<file path="config.mk">
export PLATFORM = sky130hd
export DESIGN_NAME = stage1_ctrl
export DESIGN_NICKNAME = d
export VERILOG_FILES = /design/src/rtl/stage1_ctrl_pkg.sv /design/src/rtl/stage1_ctrl.sv
export SDC_FILE = /design/constraint.sdc
export NUM_CORES = 1
export LEC_CHECK = 0
export ABC_AREA = 1
export BUFFER_PORTS_ARGS = -buffer_cell sky130_fd_sc_hd__buf_4
export CORE_MARGIN = 5
export CORE_UTILIZATION = 45
export DETAILED_ROUTE_END_ITERATION = 12
export GPL_TIMING_DRIVEN = 1
export HOLD_SLACK_MARGIN = 0.02
export PLACE_DENSITY_LB_ADDON = 0.3
export SLEW_MARGIN = 0
export SYNTH_ARGS = -nofsm -noshare
export SYNTH_HDL_FRONTEND = slang
export SYNTH_SLANG_ARGS = --single-unit
export TNS_END_PERCENT = 5
</file>
<file path="constraint.sdc">
create_clock -name clk -period 2.2 [get_ports clk]
set_clock_uncertainty 0.05 [all_clocks]
set_input_delay 0.44 -clock clk [delete_from_list [all_inputs] [get_ports clk]]
set_output_delay 0.44 -clock clk [all_outputs]
set_load 0.02 [all_outputs]
</file>
<file path="src/rtl/stage1_ctrl_pkg.sv">
// Shared definitions for the stage1 control FSM: state and opcode
// encodings, regfile write-source codes and an opcode legality helper.
package stage1_ctrl_pkg;

    localparam int unsigned ST_W = 4;

    // Binary state encoding; any value above S_HALT is treated as S_IDLE.
    typedef enum logic [ST_W-1:0] {
        S_IDLE   = 4'd0,
        S_FETCH  = 4'd1,
        S_FWAIT  = 4'd2,
        S_DECODE = 4'd3,
        S_RDA    = 4'd4,
        S_RDB    = 4'd5,
        S_ALU    = 4'd6,
        S_MEMRD  = 4'd7,
        S_MWAIT  = 4'd8,
        S_MEMWR  = 4'd9,
        S_WB     = 4'd10,
        S_HALT   = 4'd11
    } state_e;

    localparam logic [2:0] OP_NOP  = 3'b000;
    localparam logic [2:0] OP_MOVI = 3'b001;
    localparam logic [2:0] OP_ALU  = 3'b010;
    localparam logic [2:0] OP_LDR  = 3'b011;
    localparam logic [2:0] OP_STR  = 3'b100;
    localparam logic [2:0] OP_HALT = 3'b111;

    localparam logic [1:0] VSEL_C   = 2'b00;
    localparam logic [1:0] VSEL_IMM = 2'b01;
    localparam logic [1:0] VSEL_MEM = 2'b10;

    // 101 and 110 are the only unassigned opcodes.
    function automatic logic op_legal(input logic [2:0] op);
        return !((op == 3'b101) || (op == 3'b110));
    endfunction

endpackage

</file>
<file path="src/rtl/stage1_ctrl.sv">
// Multi-cycle control FSM for the stage1 fetch/execute datapath.
// Moore outputs decoded from the state register, latched opcode and
// sticky error flag; one instruction in flight at a time.
module stage1_ctrl
    import stage1_ctrl_pkg::*;
#(
    parameter int data_width = 16,
    parameter int st_width   = 4
) (
    input  logic                  clk,
    input  logic                  reset,
    input  logic                  run,
    input  logic [data_width-1:0] ir,
    output logic                  loadpc,
    output logic                  loadir,
    output logic                  msel,
    output logic                  mwrite,
    output logic                  loada,
    output logic                  loadb,
    output logic                  loadc,
    output logic [1:0]            vsel,
    output logic                  write,
    output logic                  halted,
    output logic                  err
);

    logic [st_width-1:0] state_q, state_d;
    logic [2:0]          op_q, op_d;
    logic                err_q, err_d;
    state_e              cur;
    state_e              nxt;
    state_e              fetch_or_idle;
    logic [2:0]          ir_op;
    logic                unused_ir;

    assign ir_op     = ir[data_width-1 -: 3];
    assign unused_ir = ^ir[data_width-4:0];

    // Map the raw state register onto the enum; out-of-range codes fall to idle.
    always_comb begin
        cur = S_IDLE;
        if (state_q <= st_width'(S_HALT)) begin
            cur = state_e'(state_q[ST_W-1:0]);
        end
    end

    // Next-state, opcode latch and sticky error computation.
    always_comb begin
        fetch_or_idle = run ? S_FETCH : S_IDLE;
        nxt           = S_IDLE;
        op_d          = op_q;
        err_d         = err_q;
        case (cur)
            S_IDLE:   nxt = run ? S_FETCH : S_IDLE;
            S_FETCH:  nxt = S_FWAIT;
            S_FWAIT:  nxt = S_DECODE;
            S_DECODE: begin
                op_d = ir_op;
                if (!op_legal(ir_op)) begin
                    err_d = 1'b1;
                    nxt   = S_HALT;
                end else begin
                    case (ir_op)
                        OP_NOP:                 nxt = fetch_or_idle;
                        OP_MOVI:                nxt = S_WB;
                        OP_ALU, OP_LDR, OP_STR: nxt = S_RDA;
                        default:                nxt = S_HALT;
                    endcase
                end
            end
            S_RDA:    nxt = S_RDB;
            S_RDB:    nxt = S_ALU;
            S_ALU: begin
                case (op_q)
                    OP_ALU:  nxt = S_WB;
                    OP_LDR:  nxt = S_MEMRD;
                    OP_STR:  nxt = S_MEMWR;
                    default: nxt = S_IDLE;
                endcase
            end
            S_MEMRD:  nxt = S_MWAIT;
            S_MWAIT:  nxt = S_WB;
            S_MEMWR:  nxt = fetch_or_idle;
            S_WB:     nxt = fetch_or_idle;
            S_HALT:   nxt = S_HALT;
            default:  nxt = S_IDLE;
        endcase
        state_d = st_width'(nxt);
    end

    // State, opcode and error registers with asynchronous active-low clear.
    always_ff @(posedge clk or negedge reset) begin
        if (!reset) begin
            state_q <= '0;
            op_q    <= '0;
            err_q   <= 1'b0;
        end else begin
            state_q <= state_d;
            op_q    <= op_d;
            err_q   <= err_d;
        end
    end

    // Moore strobe decode; every strobe defaults low.
    always_comb begin
        loadpc = 1'b0;
        loadir = 1'b0;
        msel   = 1'b0;
        mwrite = 1'b0;
        loada  = 1'b0;
        loadb  = 1'b0;
        loadc  = 1'b0;
        vsel   = VSEL_C;
        write  = 1'b0;
        halted = 1'b0;
        case (cur)
            S_FWAIT:  loadir = 1'b1;
            S_DECODE: loadpc = 1'b1;
            S_RDA:    loada  = 1'b1;
            S_RDB:    loadb  = 1'b1;
            S_ALU:    loadc  = 1'b1;
            S_MEMRD,
            S_MWAIT:  msel   = 1'b1;
            S_MEMWR: begin
                msel   = 1'b1;
                mwrite = 1'b1;
            end
            S_WB: begin
                write = 1'b1;
                case (op_q)
                    OP_MOVI: vsel = VSEL_IMM;
                    OP_LDR:  vsel = VSEL_MEM;
                    default: vsel = VSEL_C;
                endcase
            end
            S_HALT:   halted = 1'b1;
            default:  ;
        endcase
    end

    assign err = err_q;

endmodule
</file>
### Yosys cells after proc, flatten, opt, wreduce, memory -nomap -nowiden

Cells that the tools add are included.

* order comparisons: 1
* eq/ne operators: 21
* multiplexer cells: 17
* reductions and logical operators: 7

Operators with widths (count)
* 4-bit case mux with 10 select lines: 1
* 4-bit case mux with 3 select lines: 2
* 4-bit by 3-bit equality test with 1-bit output, second input constant: 4
* 4-bit equality test, second input constant: 4
* 3-bit by 2-bit equality test with 1-bit output, second input constant: 4
* 3-bit equality test, second input constant: 4
* 1-bit two-way mux: 10
* 3-bit OR reduction: 3
* 4-bit by 2-bit equality test with 1-bit output, second input constant: 2
* 4-bit two-way mux: 2
* 3-bit by 1-bit equality test with 1-bit output, second input constant: 2
* 4-bit by 1-bit equality test with 1-bit output, second input constant: 1
* 4-bit <= comparator, second input constant: 1
* 4-bit logical NOT: 1
* 2-bit case mux with 2 select lines: 1
* 3-bit logical NOT: 1
* 2-bit two-way mux: 1
* 2-bit AND reduction: 1
* 1-bit logical OR: 1

* register bits: 8
* input port bits: 19
* output and inout port bits: 12
* logic and storage cells: 49

### Logic depth before layout (Yosys ltp)

* depth after elaboration: 5
* depth in mapped cells: 8

### Least setup slack after synthesis

OpenSTA, ideal clock, no wires.

* path kind: flip-flop to output port
* start point: register state_q[2]
* end point: output port vsel[0]
* arrival: 1385 ps
* required time: 1710 ps
* setup slack: 325 ps
* stages on the path, launching flop included: 7
* buffers on the path: 0
* cell sequence: dfrtp_1 > ha_1 > inv_1 > nand3_1 > inv_1 > nand2_1 > nor4_2

* cells in the longest elaborated chain, start to end: 4

Ends and longest elaborated chain
* start: declaration: RTL line stage1_ctrl.sv:27 `logic [st_width-1:0] state_q, state_d;`
* start signal: assignment: RTL line stage1_ctrl.sv:98 `state_q <= state_d;`
* 4-bit <= comparator: RTL line stage1_ctrl.sv:42 `if (state_q <= st_width'(S_HALT)) begin`
* 4-bit two-way mux *: RTL line stage1_ctrl.sv:42
* 4-bit equality test *: RTL line stage1_ctrl.sv:116 `case (cur)`
* 2-bit two-way mux *: RTL line stage1_ctrl.sv:116
* end: declaration: RTL line stage1_ctrl.sv:21 `output logic [1:0] vsel,`

Mark *: on every way between the ends. The rest lies on a longest branch, timed or not.

### Worst setup path after layout

* start point: register state_q[3]
* end point: output port vsel[0]

The elaborated chain is that of the path after synthesis.

==> summary.md <==
| Metric | Value |
|---|---|
| Fraction of final layout cells sized beyond drive strength 1 | ~31% |
| Core Footprint | around 1300 sq um |
| CP top delay family | flip-flops |
| Critical Path Sink Type | output port |
| Global-route wire length before repair | 2280 microns |
| Grt total ovfl | 0 |
| Post-Syn Area | 619 sq um |
| Number of cells on the critical path | 7 |
| CP required | between 1.5 and 2 ns |
| Post-route DRC | 0 |
| Most used cell, CP | inv_2 |
| Row Count | 13 |
| GRT Total Usage | between 10% and 20% |
| Worst Path Buf+Inv | 3 |
| Outcome | finished, final reports clean |
| Initial drt markers | 9 |
| Pre-CTS setup slack | 0.235 ns |
| Leakage power | 0.506 nW |
| Final RePlAce weighted congestion | 0.923 |
| Die area | 2220 sq um |
| Drt wl/cell | between 10 and 15 microns |
| Final setup margin | around 0.099 ns |
| Clock power share | 11.3% |
| Setup violators final | 0 |
| P&R area growth vs syn | 35.8% |
| Crit Path Max Fanout | 6 |
| Crit Reg-Reg Startpoint | state_q[3]$_DFF_PN0_ |
| Worst min path class | in2reg |
| Fin util | ~65% |
| Fillcell total | 118 |
| Buffer depth of the longest clock path | 2 |
| Root Buffer | clkbuf_4 |
| Vias | roughly 660 |
| Largest net degree at the start of global routing | 11 |
| Clk sink count | 8 |
| Final Cell Area | around 840 sq um |
| Non-Filler Instances | ~130 |
| Mapped Cells | 93 |
| Fin crit share | between 90% and 100% |
| Maximum vdd drop | around 0.00054 V |
| Layout Nets | ~140 |
| Pwr per Cell Area | about 1200 nW/um^2 |
| RR Endpoint | state_q[3]$_DFF_PN0_ |
| CP max-delay cell | dfrtp_1 |
| Slew Viols, Final | 0 |
| Final ANT Viol Nets | 0 |
| Sequential fraction of the synthesis area | about a third |
| Die W | 47.1 microns |
| Avg Cell Area, Syn | roughly 6.7 sq um |
| Crit path launch | state_q[3]$_DFF_PN0_ |
| Logic pwr share | between 50 and 60% |
| Cell variety after synth | 17 |
| Placed cell area | roughly 760 sq um |
| CTS tree | done |
| Sw Pwr | roughly 470 uW |
| Hold Fails Final Rpt | 0 |
| H-tree depth | 1 |
| Setup crit start kind | register |
| DR pass1 iterations | 4 |
| Initial Utilization | 47.6% |
| Chip height | ~47 microns |
| Minimum clock period | between 2 and 2.5 ns |
| HPWL Detailed | 1150 microns |
| Placed Cells | around 130 |
| # Max-Cap Violations | 0 |
| Worst-path clk slew | around 0.060 ns |
| Normalized max-slew margin | 80.1% |
| Post-Route Setup TNS | 0 ns |
| R2R Setup Slk | between 0.6 and 0.7 ns |
| DR vias/cell | ~5.0 |
| Yosys warnings | 0 |
| Number of global-route vias before repair | 579 |
| Initial antenna violation count | 0 |
| Port Buffers | 17 |
| Max Freq | about 0.48 GHz |
| HP Start | run |
| Crit-path cells | ha_1 -> inv_2 -> nand3_2 -> inv_2 -> nand2_4 -> nor4_4 -> buf_4 |
| Net Sw Frac | 48.2% |
| Critical Path Max Stage Delay | 0.39 ns |
| FF-to-FF path depth | 7 |
| Critical Path Sink | vsel[0] |
| Type of the worst setup path | reg2out |
| Worst-skew pair later-pin latency | around 0.25 ns |
| Total Wirelength | between 1000 and 1500 microns |
| WP data arrival | between 1.5 and 2 ns |
| Seq pwr share | between 20 and 30% |
| Cell internal pwr | 505 uW |
| Mapped Nets | about 120 |
| Num CTS Buffers | 3 |
| Reg area | roughly 200 sq um |
| Synth Register Bits | 8 |
| Worst slew pin tran | 0.296 ns |
| Antenna cell count | 0 |
| Io pins | 31 |
| Area occupied by multi-input gates | around 360 sq um |
registers in the layout, summed over array words and instances, names as in the netlist:
signal   cells
op_q         3
err          1
state_q      4
per-layer routing:
layer / global-route usage (%) / vias to the layer above / part of all wire [%]
li1: - / 338 / -
met2: 25.2 / 28 / 51
met1: 17.8 / 290 / 42
met3: 2.68 / 2 / 6.4
met5: 0 / - / 0
met4: 9.39 / 0 / 0.60
cells in the mapped netlist (all sizes together):
master	count	share of area, %
nand2	27	16
inv	19	12
nor2	12	8.1
dfrtp	8	32
nand3	8	7.3
o21ai	8	7.7
ha	3	6.1
a21oi	2	1.6
buf	1	1.8
nand3b	1	1.2
nand4	1	1.0
nor4	1	2.0
o211ai	1	1.2
o21bai	1	1.8
area by class of cell:
cell class	count	share of cell area, %
timing repair buffer	22	19.9
clock buffer	3	2.68
multi-input combinational	65	42.9
tap	15	2.23
inverter	19	8.48
sequential	8	23.8
power groups by stage:
stage	clock (mW)	sequential, mW	combinational (mW)
after floorplan	0	0.279	0.374
after global placement	0	0.277	0.521
after detailed placement	0	0.280	0.530
after CTS	0.117	0.277	0.535
after global routing	0.127	0.293	0.648
final	0.110	0.289	0.576
layout by cell type (no fill, tap or decap), drive strengths merged:
cell,netlist,routed
buf,1,21
inv,19,19
o21bai,1,1
o211ai,1,1
nor4,1,1
dlygate4sd3,0,1
nand4,1,1
nand2,27,27
a21oi,2,2
dfrtp,8,8
nand3b,1,1
nor2,12,12
ha,3,3
clkbuf,0,3
nand3,8,8
o21ai,8,8
worst min-delay path by stage:
| stage | endpoint | cells after the start | slack (ns) |
|---|---|---|---|
| 3_3_place_gp | op_q[1]$_DFFE_PN0P_ | 1 | 0.21 |
| 2_1_floorplan | err$_DFFE_PN0P_ | 0 | 0.09 |
| 5_1_grt | state_q[0]$_DFF_PN0_ | 3 | 0.36 |
| 4_1_cts | state_q[0]$_DFF_PN0_ | 3 | 0.34 |
| 3_5_place_dp | op_q[1]$_DFFE_PN0P_ | 1 | 0.22 |
| 6_report | state_q[0]$_DFF_PN0_ | 3 | 0.35 |
cells by family (layout without fill, tap and decap cells):
kind of cell | count (synthesis) | count (layout) | synth area share (%)
adder cells (fa/ha/maj) | 3 | 3 | 6.06
AO/OA/AOI/OAI | 12 | 12 | 12.3
buffers and inverters | 20 | 44 | 13.3
AND/OR/NAND/NOR | 50 | 50 | 36.0
flip-flops | 8 | 8 | 32.3
through the flow:
stage	power, mW	hold slack, ns
after detailed placement	0.810	0.217
after CTS	0.930	0.338
after global placement	0.797	0.215
after global routing	1.07	0.363
after floorplan	0.653	0.0944
final	0.976	0.347
what timing repair did:
action	in CTS	in global routing
pin swaps	0	1
hold endpoints to repair	8	0
endpoints found under the setup margin	1	3
hold buffers	1	0
gates resized for setup	1	6
setup buffers	0	3
worst register-to-register path: stages (launching register included):
cell and delay [ns]:
dfrtp_1 0.39, buf_4 0.14, ha_1 0.32, inv_1 0.09, nor2_2 0.05, buf_4 0.16, a21oi_1 0.21, nand2_1 0.08
Power figures use the tool's default switching activity.
